[config.mk]
export PLATFORM = sky130hd
export DESIGN_NAME = interp_span_setup_flat
export DESIGN_NICKNAME = d
export VERILOG_FILES = /design/src/rtl/interp_span_setup_pkg.sv /design/src/rtl/interp_span_setup_if.sv /design/src/rtl/interp_span_setup_div.sv /design/src/rtl/interp_span_setup.sv /design/src/flat_wrapper.sv
export SDC_FILE = /design/constraint.sdc
export NUM_CORES = 1
export LEC_CHECK = 0
export ABC_CLOCK_PERIOD_IN_PS = 7900
export BUFFER_PORTS_ARGS = -buffer_cell sky130_fd_sc_hd__buf_2
export CORE_UTILIZATION = 58
export CTS_CLUSTER_SIZE = 25
export DETAILED_ROUTE_END_ITERATION = 10
export HOLD_SLACK_MARGIN = 0.12
export PLACE_DENSITY_LB_ADDON = 0.1
export SETUP_SLACK_MARGIN = 0.2
export SYNTH_ARGS = -nofsm -noshare
export SYNTH_HDL_FRONTEND = slang
export SYNTH_SLANG_ARGS = --single-unit
[constraint.sdc]
create_clock -name clk -period 7.9 [get_ports clk]
set_clock_uncertainty 0.05 [all_clocks]
set_input_delay 2.37 -clock clk [delete_from_list [all_inputs] [get_ports clk]]
set_output_delay 2.37 -clock clk [all_outputs]
set_load 0.01 [all_outputs]
[src/rtl/interp_span_setup_pkg.sv]
// rtl/interp_span_setup_pkg.sv - shared FSM state and rounding-mode definitions for span setup
package interp_span_setup_pkg;

  typedef enum logic [2:0] {
    S_IDLE,
    S_DIV,
    S_ROUND,
    S_LOAD,
    S_STEP,
    S_DONE
  } span_state_t;

  typedef enum logic [0:0] {
    RND_TRUNC,
    RND_HALF_AWAY
  } round_mode_t;

  localparam round_mode_t ROUND_MODE = RND_HALF_AWAY;

endpackage

[src/rtl/interp_span_setup_if.sv]
// rtl/interp_span_setup_if.sv - span command and interpolator control bundle
interface interp_span_setup_if #(
  parameter int WIDTH = 32,
  parameter int LENW  = 16
);
  logic                    span_valid;
  logic                    span_ready;
  logic signed [WIDTH-1:0] a0;
  logic signed [WIDTH-1:0] a1;
  logic        [LENW-1:0]  len;
  logic                    out_stall;
  logic signed [WIDTH-1:0] init;
  logic signed [WIDTH-1:0] grad;
  logic                    load;
  logic                    ena;
  logic                    span_done;
  logic                    span_err;

  modport master (
    output span_valid, a0, a1, len, out_stall,
    input  span_ready, init, grad, load, ena, span_done, span_err
  );

  modport slave (
    input  span_valid, a0, a1, len, out_stall,
    output span_ready, init, grad, load, ena, span_done, span_err
  );
endinterface

[src/rtl/interp_span_setup_div.sv]
// rtl/interp_span_setup_div.sv - sequential unsigned restoring divider, one quotient bit per cycle
module interp_seq_div #(
  parameter int DW   = 33,
  parameter int LENW = 16
) (
  input  logic            clk,
  input  logic            rst,
  input  logic            i_start,
  input  logic [DW-1:0]   i_dividend,
  input  logic [LENW-1:0] i_divisor,
  output logic            o_busy,
  output logic            o_done,
  output logic [DW-1:0]   o_quo,
  output logic [LENW-1:0] o_rem
);
  localparam int CW = $clog2(DW + 1);

  logic [DW-1:0]   r_quo;
  logic [LENW-1:0] r_rem;
  logic [LENW-1:0] r_div;
  logic [CW-1:0]   r_cnt;
  logic            r_busy;
  logic [LENW:0]   w_trial;
  logic            w_fit;

  // The dividend shifts out of r_quo's top while quotient bits shift in at the bottom.
  assign w_trial = {r_rem, r_quo[DW-1]};
  assign w_fit   = (w_trial >= {1'b0, r_div});

  always_ff @(posedge clk) begin
    if (rst) begin
      r_busy <= 1'b0;
      r_cnt  <= '0;
      r_quo  <= '0;
      r_rem  <= '0;
      r_div  <= '0;
    end else if (i_start && !r_busy) begin
      r_busy <= 1'b1;
      r_cnt  <= CW'(DW);
      r_quo  <= i_dividend;
      r_rem  <= '0;
      r_div  <= i_divisor;
    end else if (r_busy) begin
      r_quo <= {r_quo[DW-2:0], w_fit};
      r_rem <= w_fit ? LENW'(w_trial - {1'b0, r_div}) : w_trial[LENW-1:0];
      r_cnt <= r_cnt - CW'(1);
      if (r_cnt == CW'(1)) begin
        r_busy <= 1'b0;
      end
    end
  end

  // done marks the cycle resolving the last bit; results are valid from the next cycle on.
  assign o_busy = r_busy;
  assign o_done = r_busy && (r_cnt == CW'(1));
  assign o_quo  = r_quo;
  assign o_rem  = r_rem;
endmodule

[src/rtl/interp_span_setup.sv]
// rtl/interp_span_setup.sv - converts a span command into init/gradient and per-pixel step control
module interp_span_setup
  import interp_span_setup_pkg::*;
#(
  parameter int WIDTH = 32,
  parameter int FRAC  = 16,
  parameter int LENW  = 16
) (
  input logic                clk,
  input logic                rst,
  interp_span_setup_if.slave bus
);
  localparam int DW = WIDTH + 1;
  localparam logic [DW:0] POS_LIM = {3'b000, {(WIDTH-1){1'b1}}};
  localparam logic [DW:0] NEG_LIM = {3'b001, {(WIDTH-1){1'b0}}};

  if (FRAC >= WIDTH) begin : g_frac_check
    $error("FRAC must be smaller than WIDTH");
  end

  span_state_t             r_state;
  logic                    r_ready;
  logic                    r_load;
  logic                    r_done;
  logic                    r_err;
  logic                    r_neg;
  logic signed [WIDTH-1:0] r_a0;
  logic signed [WIDTH-1:0] r_init;
  logic signed [WIDTH-1:0] r_grad;
  logic [LENW-1:0]         r_len;
  logic [LENW-1:0]         r_cnt;

  logic [DW-1:0]           w_diff;
  logic [DW-1:0]           w_mag;
  logic                    w_start;
  logic                    w_div_busy;
  logic                    w_div_done;
  logic [DW-1:0]           w_quo;
  logic [LENW-1:0]         w_rem;
  logic                    w_round_up;
  logic [DW:0]             w_mag_rnd;
  logic signed [WIDTH-1:0] w_grad;
  logic                    w_last_step;

  // One extra bit keeps a1 - a0 from wrapping for any pair of inputs.
  assign w_diff  = {bus.a1[WIDTH-1], bus.a1} - {bus.a0[WIDTH-1], bus.a0};
  assign w_mag   = w_diff[WIDTH] ? DW'(-w_diff) : w_diff;
  assign w_start = (r_state == S_IDLE) && bus.span_valid && (bus.len != '0) && !w_div_busy;

  interp_seq_div #(
    .DW   (DW),
    .LENW (LENW)
  ) u_div (
    .clk        (clk),
    .rst        (rst),
    .i_start    (w_start),
    .i_dividend (w_mag),
    .i_divisor  (bus.len),
    .o_busy     (w_div_busy),
    .o_done     (w_div_done),
    .o_quo      (w_quo),
    .o_rem      (w_rem)
  );

  assign w_round_up  = (ROUND_MODE == RND_HALF_AWAY) && ({w_rem, 1'b0} >= {1'b0, r_len});
  assign w_mag_rnd   = {1'b0, w_quo} + (DW+1)'(w_round_up);
  assign w_last_step = (r_cnt == r_len - LENW'(2));

  always_comb begin
    w_grad = '0;
    if (!r_neg) begin
      w_grad = (w_mag_rnd > POS_LIM) ? {1'b0, {(WIDTH-1){1'b1}}} : w_mag_rnd[WIDTH-1:0];
    end else begin
      w_grad = (w_mag_rnd > NEG_LIM) ? {1'b1, {(WIDTH-1){1'b0}}} : -w_mag_rnd[WIDTH-1:0];
    end
  end

  always_ff @(posedge clk) begin
    if (rst) begin
      r_state <= S_IDLE;
      r_ready <= 1'b1;
      r_load  <= 1'b0;
      r_done  <= 1'b0;
      r_err   <= 1'b0;
      r_neg   <= 1'b0;
      r_a0    <= '0;
      r_init  <= '0;
      r_grad  <= '0;
      r_len   <= '0;
      r_cnt   <= '0;
    end else begin
      r_load <= 1'b0;
      r_done <= 1'b0;
      r_err  <= 1'b0;
      case (r_state)
        S_IDLE: begin
          if (bus.span_valid) begin
            if (bus.len == '0) begin
              r_err <= 1'b1;
            end else begin
              r_state <= S_DIV;
              r_ready <= 1'b0;
              r_a0    <= bus.a0;
              r_len   <= bus.len;
              r_neg   <= w_diff[WIDTH];
            end
          end
        end
        S_DIV: begin
          if (w_div_done) begin
            r_state <= S_ROUND;
          end
        end
        S_ROUND: begin
          r_state <= S_LOAD;
          r_load  <= 1'b1;
          r_init  <= r_a0;
          r_grad  <= w_grad;
        end
        S_LOAD: begin
          r_cnt <= '0;
          if (r_len == LENW'(1)) begin
            r_state <= S_DONE;
            r_done  <= 1'b1;
          end else begin
            r_state <= S_STEP;
          end
        end
        S_STEP: begin
          if (!bus.out_stall) begin
            r_cnt <= r_cnt + LENW'(1);
            if (w_last_step) begin
              r_state <= S_DONE;
              r_done  <= 1'b1;
            end
          end
        end
        S_DONE: begin
          r_state <= S_IDLE;
          r_ready <= 1'b1;
        end
        default: begin
          r_state <= S_IDLE;
          r_ready <= 1'b1;
        end
      endcase
    end
  end

  // ena must drop in the same cycle the interpolator stalls, so it is decoded rather than registered.
  assign bus.ena        = (r_state == S_STEP) && !bus.out_stall;
  assign bus.span_ready = r_ready;
  assign bus.init       = r_init;
  assign bus.grad       = r_grad;
  assign bus.load       = r_load;
  assign bus.span_done  = r_done;
  assign bus.span_err   = r_err;
endmodule

[src/flat_wrapper.sv]
// flat-port wrapper written by rule: the top's interface ports become plain ports
module interp_span_setup_flat import interp_span_setup_pkg::*;
#(
  parameter int WIDTH = 32,
  parameter int FRAC  = 16,
  parameter int LENW  = 16
)
  (clk, rst, bus_span_valid, bus_a0, bus_a1, bus_len, bus_out_stall, bus_span_ready, bus_init, bus_grad, bus_load, bus_ena, bus_span_done, bus_span_err);
  interp_span_setup_if #(.WIDTH(WIDTH), .LENW(LENW)) bus_i ();
  input logic clk;
  input logic rst;
  input wire logic [$bits(bus_i.span_valid)-1:0] bus_span_valid;
  input wire logic [$bits(bus_i.a0)-1:0] bus_a0;
  input wire logic [$bits(bus_i.a1)-1:0] bus_a1;
  input wire logic [$bits(bus_i.len)-1:0] bus_len;
  input wire logic [$bits(bus_i.out_stall)-1:0] bus_out_stall;
  output wire logic [$bits(bus_i.span_ready)-1:0] bus_span_ready;
  output wire logic [$bits(bus_i.init)-1:0] bus_init;
  output wire logic [$bits(bus_i.grad)-1:0] bus_grad;
  output wire logic [$bits(bus_i.load)-1:0] bus_load;
  output wire logic [$bits(bus_i.ena)-1:0] bus_ena;
  output wire logic [$bits(bus_i.span_done)-1:0] bus_span_done;
  output wire logic [$bits(bus_i.span_err)-1:0] bus_span_err;
  assign bus_i.span_valid = bus_span_valid;
  assign bus_i.a0 = bus_a0;
  assign bus_i.a1 = bus_a1;
  assign bus_i.len = bus_len;
  assign bus_i.out_stall = bus_out_stall;
  assign bus_span_ready = bus_i.span_ready;
  assign bus_init = bus_i.init;
  assign bus_grad = bus_i.grad;
  assign bus_load = bus_i.load;
  assign bus_ena = bus_i.ena;
  assign bus_span_done = bus_i.span_done;
  assign bus_span_err = bus_i.span_err;
  interp_span_setup #(.WIDTH(WIDTH), .FRAC(FRAC), .LENW(LENW)) u_core (.clk(clk), .rst(rst), .bus(bus_i));
endmodule
==> After elaboration in Yosys (flattened, before gate mapping) <==
Cells that the tools add are included.
{ "classes": {"addsub": 8, "n_lt_le_gt_ge": 4, "n_eq_ne": 12, "muxes": 30, "bitwise_logic": 4, "reduce_logical": 20} }
{ "op_table": {"columns": ["operator", "count"], "rows": [
  ["$mux W33", 3],
  ["$mux W32", 3],
  ["$add A33 B1 Y34", 1],
  ["$ge A17 B16 Y1", 2],
  ["$gt A34 B31 Y1 const B", 1],
  ["$gt A34 B32 Y1 const B", 1],
  ["$neg A33 Y33", 1],
  ["$sub A32 B32 Y33", 1],
  ["$mux W16", 2],
  ["$neg A32 Y32", 1],
  ["$pmux W16 S2", 1],
  ["$add A16 B1 Y16 const B", 1],
  ["$eq A16 B1 Y1 const B", 1],
  ["$eq A16 B16 Y1", 1],
  ["$logic_not A16 Y1", 1],
  ["$reduce_bool A16 Y1", 1],
  ["$sub A16 B16 Y16", 1],
  ["$sub A16 B2 Y16 const B", 1],
  ["$mux W3", 5],
  ["$pmux W3 S5", 1],
  ["$mux W6", 2],
  ["$mux W1", 11],
  ["$ne A2 B2 Y1 const B", 4],
  ["$eq A3 B2 Y1 const B", 2],
  ["other kinds (17)", 29]
]} }
{ "word_totals": {"reg_bits": 208, "inputBits": 84, "out_inout_bits": 69, "word_cells": 95} }

==> Logic depth before layout (Yosys ltp) <==
Gate-level depths: netlist of the first run.
{ "depth": {"depth_word": 6, "ltp_mapped": 27, "ltp_nobuf": 27} }

==> Cells and area by module <==
A second synthesis of the first run with hierarchy kept.
{ "hier_totals": {"cells_unflattened": 1973, "hier_area_um2": 14526.4} }
{ "by_module_without_submodules": {"columns": ["mod", "n_inst", "cells_per_inst", "area_each_um2", "seq_area_each_um2"], "rows": [
  ["interp_span_setup", 1, 1465, 10546.4, 2722.6],
  ["interp_seq_div", 1, 508, 3980.1, 1441.4]
]} }

==> Least setup slack after synthesis of the first run <==
OpenSTA, ideal clock, no wires.
{ "synth_path": {"path_kind": "in2reg", "startpoint": "in bus_a0[11]", "endpoint": "reg u_core.u_div.r_quo[32] (netlist: u_core.u_div.o_quo[32])", "setup_ps": 70, "arrival_time_ps": 5888, "t_required_ps": 7780, "setup_slack_ps": 1892, "path_stages": 15, "n_path_buf": 2, "cell_sequence": "inv_1 -> ha_1 -> clkbuf_1 -> nand4_1 -> or3_1 -> a211oi_1 -> o2111ai_2 -> a21oi_1 -> xor2_1 -> or4_4 -> or3_1 -> buf_2 -> nor3_4 -> or4b_1 -> a21oi_1"} }
{ "synth_between": {"elab_chain_cells": 4} }
{ "synth_rtl": {"columns": ["item", "line_no", "source"], "rows": [
  ["start, declared", "flat_wrapper.sv:13", "input wire logic [$bits(bus_i.a0)-1:0] bus_a0;"],
  ["$sub A32 B32 Y33 *", "interp_span_setup.sv:46", "assign w_diff = {bus.a1[WIDTH-1], bus.a1} - {bus.a0[WIDTH-1], bus.a0};"],
  ["$neg A33 Y33", "interp_span_setup.sv:47", "assign w_mag = w_diff[WIDTH] ? DW'(-w_diff) : w_diff;"],
  ["$mux W33 *", "interp_span_setup.sv:47", null],
  ["$mux W33 *", "interp_span_setup_div.sv:37", "end else if (i_start && !r_busy) begin"],
  ["end signal, assigned", "interp_span_setup_div.sv:40", "r_quo <= i_dividend;"],
  ["end signal, assigned", "interp_span_setup_div.sv:44", "r_quo <= {r_quo[DW-2:0], w_fit};"],
  ["end, declared", "interp_span_setup_div.sv:18", "logic [DW-1:0] r_quo;"]
]} }
Mark *: on every way between the ends. The rest lies on a longest branch, timed or not.
A chain may end at the register's enable or synchronous reset.

==> Worst setup path in the final report of the first run <==
{ "layout_path": {"startpoint": "reg u_core.r_len[1]", "endpoint": "reg u_core.r_grad[31] (netlist: u_core.bus.grad[31])"} }
{ "layout_between": {"elab_chain_cells": 5} }
{ "layout_rtl": {"columns": ["item", "line_no", "source"], "rows": [
  ["start, declared", "interp_span_setup.sv:30", "logic [LENW-1:0] r_len;"],
  ["start signal, assigned", "interp_span_setup.sv:104", "r_len <= bus.len;"],
  ["$ge A17 B16 Y1 *", "interp_span_setup.sv:65", "assign w_round_up = (ROUND_MODE == RND_HALF_AWAY) && ({w_rem, 1'b0} >= {1'b0, r_len});"],
  ["$add A33 B1 Y34 *", "interp_span_setup.sv:66", "assign w_mag_rnd = {1'b0, w_quo} + (DW+1)'(w_round_up);"],
  ["$neg A32 Y32 (tied with other cells)", "interp_span_setup.sv:74", "w_grad = (w_mag_rnd > NEG_LIM) ? {1'b1, {(WIDTH-1){1'b0}}} : -w_mag_rnd[WIDTH-1:0];"],
  ["$mux W32 (on tied branches)", "interp_span_setup.sv:74, interp_span_setup.sv:72", null],
  ["$mux W32 *", "interp_span_setup.sv:71", "if (!r_neg) begin"],
  ["end signal, assigned", "interp_span_setup.sv:118", "r_grad <= w_grad;"],
  ["end, declared", "interp_span_setup.sv:29", "logic signed [WIDTH-1:0] r_grad;"]
]} }
Marks and branches as above.

==> out/metrics.cfg, run 1 <==
[pwr]
p_leak_nw = 6.34
total_power_w = 0.00337
cellPowerDensity_nw_per_um2 = 214
peakVddDrop_v = 0.000192

[clock_tree]
cts-root-buf = clkbuf_16
h-tree-depth = 1
clk_path_buf_depth = 3
insertion_delay_ns = 0.52
cts_tree = yes
cts.sinks = 208
cts_setup_buffers = 0
cts_resized = 0
numCtsBuffers = 24
hold_buffers = 0
clk_pin_slew_worst_paths_ns = 0.06

[logic_synthesis]
netlist_instances = 1948
ys_top_cells_by_area = dfxtp_1, nand2_1, a21oi_1, ha_1, xnor2_1
synth_edf_count = 0
synth_cell_types = 83
syn-num-nets = 2106
synth-seq-cells = 208
yosysTopAreaCell = dfxtp_1
synth_ff_type = dfxtp_1
netlist_area_um2 = 14100
async_reset_ff_frac = 0
yosysWarnings = 0
avgSynthCellArea_um2 = 7.26
synth_top_area_frac = 0.295
yosysSeqAreaShare = 0.295

[routing]
drc = 0
drt_first_pass_iters = 7
wl_per_cell_um = 15.9
drt-total-wl_um = 37400
ant_nets = 0
via_count = 13600
vias_per_cell = 5.78
drt_iter0_drc = 918

[placement]
dp_hpwl_um = 27200
globalplace.congestion = 0.901
post-place-cells = 2316
io_buffers = 152

[global_routing]
grt-ovfl-total = 0
grt_max_degree = 93
antenna_found_initial = 1
grt_pass1_wl_um = 60100
track_usage = 0.294
grt_pass1_vias = 12100

[worst_setup_path]
path_delay_family = simple AND/OR/NAND/NOR gates
crit_slowest_cell = nor4_1
crit_fanout = 13
crit_top_cell = o21a_1
crit_type = flop to flop
r2r.worst_path.cells = 25
path_depth = 25
worst-path-buf-inv = 1
endpoint = u_core.bus.grad[31]
ff2ff_setup_slack_ns = 1.54
cp-end-kind = flop
startpoint = u_core.r_len[1]
required_ns = 8.30
cp_data_arrival_time_ns = 6.76
r2r_start = u_core.r_len[1]
start_kind = flop
cpPeakStageDelay_ns = 0.58
r2r_end = u_core.bus.grad[31]

[sta]
fmax_ghz = 0.157
tns_ns = 0
worstMarginPinSlew_ns = 1.02
final-setup-viol-count = 0
slew_viol_final = 0
rsz0062_at_grt = false
fin_crit_sh = 0.805
slew_headroom = 0.319
hold_viol_final = 0
period_minus_slack_ns = 6.36

[hold_path]
hp-class = flop to flop

[final_layout]
seqCellArea_um2 = 4170
fin_nets = 2181
multi_input_area_um2 = 9140
areaGrowthSynthToFinish_pct = 11.5
n_fill_cell = 2145
drive_gt1_frac = 0.114
stdcell_count = 2361

[floorplan]
ios = 153
die_w_um = 158
dieHeight_um = 158
core_area_um2 = 23700
dieArea_um2 = 25000
start_util = 0.597
num_rows = 56

[status]
outcome = completed

[flow_run]
maxCapViolCount = 0

==> placed cells by master (no fill, tap or decap), types with 6 or more instances in the layout <==
cell         n
nand2_1    325
a21oi_1    232
dfxtp_1    207
nor2_1     164
buf_2      151
inv_1       97
nor3_1      87
o21ai_0     81
xnor2_1     81
ha_1        72
xor2_1      60
nand3_1     36
a211oi_1    32
nand4_1     32
clkbuf_16   25
nor4_1      21
and3_1      20
mux2i_1     19
o21a_1      17
or3_1       17
nand2b_1    15
a31oi_1     15
a21o_1      14
and2_1      13
buf_4       13
a211o_1     12
o211ai_1    10
o31ai_1     10
o21ai_1      9
nor2b_1      8
o21bai_1     8
o2111ai_1    7
a21boi_0     7
a311oi_1     6
==> flip-flops by register name (all words and copies together) (netlist names), 16 cells and up <==
signal,cells
u_core.r_len,16
u_core.u_div.o_quo,33
u_core.r_cnt,16
u_core.u_div.o_rem,16
u_core.bus.grad,32
u_core.r_a0,32
u_core.u_div.r_div,16
u_core.bus.init,32
==> cells by family after synthesis <==
group                    share of synthesized area
multiplexers                                0.0135
buffers and inverters                       0.0596
adder cells (fa/ha/maj)                     0.0665
XOR/XNOR                                    0.0873
AND/OR/NAND/NOR                              0.257
AO/OA/AOI/OAI                                0.221
flip-flops                                   0.295
==> through the flow <==
stage          cell area [µm²]  hold slack, ns  utilization  setup WS [ns]
6_report                 15800           0.403        0.666           1.54
5_1_grt                  15800           0.413        0.665          0.957
4_1_cts                  15800           0.402        0.665           1.52
3_5_place_dp             14900           0.393        0.630           1.42
3_3_place_gp             14900           0.386        0.630           1.54
2_1_floorplan            14100           0.382            -           1.89
==> worst min-delay path, cell delays in order, from the launching register on <==
cell and delay, ns:
dfxtp_1 0.31, nand2_1 0.05, a21oi_1 0.05
==> layout make-up <==
type | instances | area share
Clock buffer | 33 | 0.0441
Sequential cell | 208 | 0.264
Multi-Input combinational cell | 1527 | 0.580
Clock inverter | 10 | 0.00865
Inverter | 98 | 0.0233
Timing Repair Buffer | 164 | 0.0541
Antenna cell | 2 | 0.000317
Tap cell | 319 | 0.0253
==> layer usage <==
metal  share of wire  track usage  vias up
li1                -            -     6965
met1            0.48        0.399     6286
met2            0.44        0.474      341
met3           0.058       0.0537       51
met4           0.026       0.0806        0
met5               0            0        -
==> synth_stat cells (all sizes together) (19+ instances only) <==
cell and count:
a211oi 34, a21oi 233, and3 21, buf 32, clkbuf 83, dfxtp 208
ha 72, inv 97, mux2i 19, nand2 326, nand3 37, nand4 32
nor2 166, nor3 88, nor4 21, o21ai 90, xnor2 81, xor2 60
==> how the worst min path moves through the flow <==
| stage | from | end | slack (ns) | cells after the start |
|---|---|---|---|---|
| CTS | u_core.bus.init[27] | u_core.bus.init[27] | 0.40 | 2 |
| detailed placement | u_core.r_a0[12] | u_core.bus.init[12] | 0.39 | 2 |
| finish | u_core.bus.init[5] | u_core.bus.init[5] | 0.40 | 2 |
| global route | u_core.r_a0[29] | u_core.bus.init[29] | 0.41 | 2 |
| floorplan | u_core.r_a0[0] | u_core.bus.init[0] | 0.38 | 2 |
| global placement | u_core.r_a0[6] | u_core.bus.init[6] | 0.39 | 2 |
==> report_power, final <==
part	internal, W	switching (W)
Combinational	0.000407	0.000604
Sequential	0.00111	0.0000779
Clock	0.000714	0.000459
Total	0.00223	0.00114
No activity file was read; power rests on OpenSTA's default activity.
==> run 2: changes to the inputs <==
- ABC_AREA: default -> 1
- ABC_CLOCK_PERIOD_IN_PS: 7900 -> 5900
- clock period: 7.9 -> 5.9 ns (I/O delays scaled with it)
==> out/metrics.cfg, run 2 <==
[pwr]
peakVddDrop_v = 0.000401  ; +110%
cellPowerDensity_nw_per_um2 = 403  ; +89%
p_leak_nw = 8.35  ; +32%

[placement]
dp_hpwl_um = 33500  ; +23%
io_buffers = 152  ; unchanged
globalplace.congestion = 0.949  ; +5.4%
detailedPlace.worstSlack_ns = 0.984  ; -0.432 ns
post-place-cells = 2881  ; +24%
dpl-instance-area_um2 = 16100  ; +8.1%

[logic_synthesis]
netlist_instances = 2470  ; +27%
netlist_area_um2 = 15200  ; +7.5%
async_reset_ff_frac = 0  ; unchanged
ys_top_cells_by_area = dfxtp_1, nand2_1, inv_1, nor2_1, a21oi_1
synth_compound_area_frac = 0.166  ; -0.0554
yosysTopAreaCell = dfxtp_1
avgSynthCellArea_um2 = 6.15  ; -15%
synth_edf_count = 0  ; unchanged
synth_cell_types = 51  ; -39%
yosysWarnings = 0  ; unchanged
yosys-top-cells-count = nand2_1, inv_1, nor2_1
syn-num-nets = 2628  ; +25%
synth.mux.area_fraction = 0  ; -0.0135
synth.most_common_cell = nand2_1
synth_ff_type = dfxtp_1
synth-seq-cells = 208  ; unchanged
synth_top_family_by_area = simple AND/OR/NAND/NOR gates
synthXorXnorAreaFrac = 0.0390  ; -0.0483
synthAdderAreaFrac = 0.0619  ; -0.00464
synth_simple_gate_area_share = 0.348  ; +0.0905
synth_top_area_frac = 0.274  ; -0.0205
yosysSeqAreaShare = 0.274  ; -0.0205

[routing]
ant_nets = 0  ; unchanged
drt_first_pass_iters = 6  ; -1
drt_iter0_drc = 1431  ; +56%
drt-total-wl_um = 44300  ; +18%
drc = 0  ; unchanged
via_count = 16200  ; +19%
vias_per_cell = 5.54  ; -4.2%
wl_per_cell_um = 15.1  ; -4.5%

[floorplan]
num_rows = 58  ; +3.6%
core_area_um2 = 25500  ; +7.6%
dieArea_um2 = 26900  ; +7.4%
dieHeight_um = 164  ; +3.6%
ios = 153  ; unchanged
start_util = 0.597  ; about the same
die_w_um = 164  ; +3.6%

[hold_path]
min_path_cells = 2  ; unchanged
holdCritStartpoint = u_core.bus.grad[31]
whs_endpoint = u_core.bus.grad[31]
hp-class = flop to flop

[clock_tree]
hold_buffers = 0  ; unchanged
clk_pin_slew_worst_paths_ns = 0.06  ; about the same
clk_path_buf_depth = 3  ; unchanged
cts-root-buf = clkbuf_16
cts_resized = 0  ; unchanged
numCtsBuffers = 25  ; +4.2%
h-tree-depth = 1  ; unchanged
cts.sinks = 208  ; unchanged
insertion_delay_ns = 0.55  ; +0.03 ns
cts_tree = yes
cts_setup_buffers = 0  ; unchanged

[sta]
tns_ns = 0  ; unchanged
period_minus_slack_ns = 4.67  ; -1.68 ns
hold_viol_final = 0  ; unchanged
fin_crit_sh = 0.792  ; -0.0127
final-setup-viol-count = 0  ; unchanged
fmax_ghz = 0.214  ; +36%
slew_viol_final = 0  ; unchanged
slew_headroom = 0.169  ; -0.150
rsz0062_at_grt = false
postLayoutSetupSlackWorst_ns = 1.23  ; -0.316 ns
worstMarginPinSlew_ns = 1.24  ; +0.223 ns

[worst_setup_path]
crit_fanout = 31  ; +18
crit_slowest_cell = dfxtp_1
required_ns = 6.30  ; -2.00 ns
cpPeakStageDelay_ns = 0.40  ; -0.18 ns
ff2ff_setup_slack_ns = 1.23  ; -0.32 ns
crit_type = flop to flop
start_kind = flop
cp-end-kind = flop
r2r_end = u_core.bus.grad[20]
r2r.worst_path.cells = 24  ; -4.0%
r2r_start = u_core.r_len[10]
cp_data_arrival_time_ns = 5.08  ; -1.68 ns
crit_top_cell = ha_1
crit_chain = inv_1, ha_1, a21oi_1, nor2_1, a211oi_1, nor2_1, a2111oi_0, o211ai_1, ha_1, ha_1, inv_1, ha_1, inv_1, nor2_1, nand3_2, nor2_4, nand3_2, nor2_4, nand3_1, nor2_2, nand3_2, nand2_4, nand3b_1, a21oi_1

[final_layout]
mostFrequentLayoutCell = nand2_1
stdcell_count = 2927  ; +24%
post-route-cell-area_um2 = 17000  ; +7.9%
drive_gt1_frac = 0.0990  ; -0.0148
areaGrowthSynthToFinish_pct = 12.0
utilization = 0.668  ; +0.00231
largest_reg_flops = 33  ; unchanged
fin_nets = 2736  ; +25%
antenna_cells = 0  ; -2
final_cell_mix = nand2_1, inv_1, nor2_1

[global_routing]
grt_pass1_wl_um = 72400  ; +20%
grt_max_degree = 65  ; -30%
antenna_found_initial = 0  ; -1
track_usage = 0.331  ; +0.0374
grt_pass1_vias = 14700  ; +21%
grt-ovfl-total = 0  ; unchanged

[flow_run]
maxCapViolCount = 0  ; unchanged

[status]
outcome = completed

run 2: power breakdown:
part,internal (W),switching [W],total [W]
Clock,0.00102,0.000634,0.00165
Sequential,0.00159,0.000206,0.00180
Combinational,0.00124,0.00217,0.00342
run 2: area by class of cell:
class | instances | area, µm²
fillers | 2363 | 8460
clock buffers | 35 | 713
flip-flops and latches | 208 | 4160
clock inverters | 11 | 168
inverters | 360 | 1350
well taps | 330 | 413
multi-input cells | 1819 | 9350
repair buffers | 164 | 851
run 2: routing by layer:
metal	wire length (µm)	global-route usage
met3	2340	0.0316
met4	1460	0.111
met5	0	0
met2	19600	0.546
met1	20900	0.451
run 2: per-stage QoR:
step / total power (W) / hold WS [ns]
floorplan: 0.00445 / 0.383
global placement: 0.00510 / 0.395
detailed placement: 0.00516 / 0.409
CTS: 0.00684 / 0.418
global route: 0.00744 / 0.443
finish: 0.00687 / 0.420
run 2: worst max-delay path by stage:
stage	from	to	slack (ns)
2_1_floorplan	bus_a1[0]	u_core.u_div.o_quo[30]	1.68
3_3_place_gp	bus_a1[0]	u_core.u_div.o_quo[30]	1.08
3_5_place_dp	bus_a1[0]	u_core.u_div.o_quo[17]	0.98
4_1_cts	u_core.r_len[10]	u_core.bus.grad[31]	1.31
5_1_grt	u_core.r_len[10]	u_core.bus.grad[16]	0.75
6_report	u_core.r_len[10]	u_core.bus.grad[20]	1.23
run 2: kinds of logic after synthesis:
group | Yosys count
compound gates | 460
xor+xnor | 66
fa+ha+maj | 74
buf+inv | 443
flops | 208
simple gates | 1219
run 2: critical path, delay by kind of cell (launching register included):
kind	cells	cell delay (ns)
simple gates	12	1.60
fa+ha+maj	4	1.23
compound gates	5	1.08
flops	1	0.40
buf+inv	3	0.23
==> run 3: changes to the inputs <==
- ABC_CLOCK_PERIOD_IN_PS: 5900 -> 4510
- clock period: 5.9 -> 4.51 ns (I/O delays scaled with it)
==> out/metrics.cfg, run 3 (same netlist as run 2, synthesis figures left out) <==
[global_routing]
antenna_found_initial = 0  ; unchanged
grt_pass1_wl_um = 73600  ; +1.6%
track_usage = 0.337  ; +0.00627
grt-ovfl-total = 0  ; unchanged
grt_max_degree = 71  ; +9.2%
grt_pass1_vias = 15300  ; +3.6%

[routing]
drc = 0  ; unchanged
ant_nets = 0  ; unchanged
drt-total-wl_um = 46300  ; +4.4%
drt_first_pass_iters = 7  ; +1
via_count = 16600  ; +2.4%
vias_per_cell = 5.64  ; +1.9%
drt_iter0_drc = 1743  ; +22%
wl_per_cell_um = 15.7  ; +3.9%

[hold_path]
holdCritStartpoint = u_core.u_div.r_div[2]
whs_endpoint = u_core.u_div.r_div[2]
hp-class = flop to flop
min_path_cells = 2  ; unchanged

[worst_setup_path]
crit_chain = ha_4, a21oi_2, nor2_1, a211oi_2, nor2_1, a2111oi_2, o211ai_1, ha_2, ha_4, inv_1, ha_2, inv_1, nor2_1, nand3_2, nor2_4, nand3_2, nor2_4, nand3_2, nor2_4, nand3_4, nand2_8, nand3b_1, a21oi_2
start_kind = flop
cp_data_arrival_time_ns = 4.58  ; -0.50 ns
r2r_start = u_core.u_div.o_rem[9]
crit_fanout = 8  ; -74%
crit_type = flop to flop
cp-end-kind = flop
r2r.worst_path.cells = 23  ; -4.2%
crit_slowest_cell = dfxtp_2
ff2ff_setup_slack_ns = 0.36  ; -0.87 ns
r2r_end = u_core.bus.grad[20]
required_ns = 4.93  ; -1.37 ns
cpPeakStageDelay_ns = 0.42  ; +0.02 ns

[placement]
detailedPlace.worstSlack_ns = 0.0268  ; -0.957 ns
globalplace.congestion = 0.971  ; +2.3%
dpl-instance-area_um2 = 16200  ; +0.37%
io_buffers = 152  ; unchanged
dp_hpwl_um = 34400  ; +2.6%

[final_layout]
post-route-cell-area_um2 = 17400  ; +2.2%
multi_input_area_um2 = 9640  ; +3.0%
antenna_cells = 0  ; unchanged
largest_reg_flops = 33  ; unchanged
seqCellArea_um2 = 4170  ; +0.24%
areaGrowthSynthToFinish_pct = 14.4
mostFrequentLayoutCell = nand2_1
n_fill_cell = 2298  ; -2.8%
fin_nets = 2752  ; +0.58%
final_cell_mix = nand2_1, inv_1, nor2_1
drive_gt1_frac = 0.125  ; +0.0258

[clock_tree]
clk_path_buf_depth = 3  ; unchanged
cts-root-buf = clkbuf_16
cts.sinks = 208  ; unchanged
numCtsBuffers = 24  ; -4.0%
clk_pin_slew_worst_paths_ns = 0.06  ; about the same
h-tree-depth = 1  ; unchanged
cts_tree = yes
insertion_delay_ns = 0.54  ; about the same

[pwr]
cellPowerDensity_nw_per_um2 = 514  ; +27%
pwr-share-comb = 0.504  ; +0.007
total_power_w = 0.00894  ; +30%
p_leak_nw = 8.46  ; +1.3%
p_clk_frac = 0.235  ; -0.005
swShare = 0.440  ; +0.00134
internal_power_w = 0.00500  ; +30%
p_sw_w = 0.00393  ; +31%
peakVddDrop_v = 0.000416  ; +3.8%
seqPwrFrac = 0.261  ; about the same

[sta]
rsz0062_at_grt = false
whs_ns = 0.413  ; -0.00707 ns
worstMarginPinSlew_ns = 1.22  ; -0.0292 ns
slew_headroom = 0.189  ; +0.0195
final-setup-viol-count = 0  ; unchanged
period_minus_slack_ns = 4.15  ; -0.520 ns
tns_ns = 0  ; unchanged
hold_viol_final = 0  ; unchanged
postLayoutSetupSlackWorst_ns = 0.356  ; -0.870 ns
fin_crit_sh = 0.921  ; +0.129
slew_viol_final = 0  ; unchanged
fmax_ghz = 0.241  ; +13%

[floorplan]
dieHeight_um = 164  ; unchanged
ios = 153  ; unchanged
num_rows = 58  ; unchanged
start_util = 0.597  ; unchanged
dieArea_um2 = 26900  ; unchanged
core_area_um2 = 25500  ; unchanged
die_w_um = 164  ; unchanged

[status]
outcome = completed

[flow_run]
maxCapViolCount = 0  ; unchanged

[run 3: critical path: cells and delay by family, from the launching register on]
family | cells | cell delay [ns]
and+or+nand+nor | 12 | 1.59
buffers and inverters | 2 | 0.12
adders and majority gates | 4 | 0.89
AOI/OAI and AO/OA | 5 | 0.99
DFF | 1 | 0.42
[run 3: worst max-delay path by stage]
stage	from	end	slack [ns]	cells past startpoint
floorplan	u_core.r_len[10]	u_core.bus.grad[23]	0.69	25
global placement	bus_a1[0]	u_core.u_div.o_quo[32]	0.26	18
detailed placement	u_core.r_len[10]	u_core.bus.grad[10]	0.03	24
CTS	u_core.r_len[10]	u_core.bus.grad[10]	0.20	24
global route	u_core.r_len[15]	u_core.bus.grad[20]	0.18	28
finish	u_core.u_div.o_rem[9]	u_core.bus.grad[20]	0.36	23
[run 3: through the flow]
step,std cells,utilization
2_1_floorplan,2470,-
5_1_grt,2942,0.683
6_report,2942,0.683
3_5_place_dp,2889,0.636
3_3_place_gp,2889,0.636
4_1_cts,2936,0.671
[run 3: area by class of cell]
type                    count  share of cell area
repair buffers            178              0.0552
flip-flops and latches    208               0.240
clock buffers              29              0.0385
multi-input cells        1822               0.554
well taps                 330              0.0237
clock inverters            15              0.0106
inverters                 360              0.0779
[run 3: what timing repair did]
item / in CTS / in global routing
pin swaps: 2 / 16
hold buffers: 0 / 0
endpoints found under the setup margin: 31 / 32
endpoints found under the hold margin: 0 / 0
buffers inserted: 2 / 4
gates resized for setup: 5 / 61
cloned: 1 / 2
[run 3: metal layers]
layer	global-route usage	vias up	wire, µm
met5	0	-	0
met4	0.127	0	1540
met3	0.0379	106	2970
met2	0.566	603	21300
met1	0.444	7619	20500
li1	-	8278	-
[run 3: power groups by stage]
| stage | clock network (W) | logic, W | registers [W] |
|---|---|---|---|
| 2_1_floorplan | 0 | 0.00352 | 0.00229 |
| 3_3_place_gp | 0 | 0.00416 | 0.00234 |
| 3_5_place_dp | 0 | 0.00417 | 0.00234 |
| 4_1_cts | 0.00212 | 0.00425 | 0.00231 |
| 5_1_grt | 0.00219 | 0.00487 | 0.00235 |
| 6_report | 0.00210 | 0.00450 | 0.00233 |
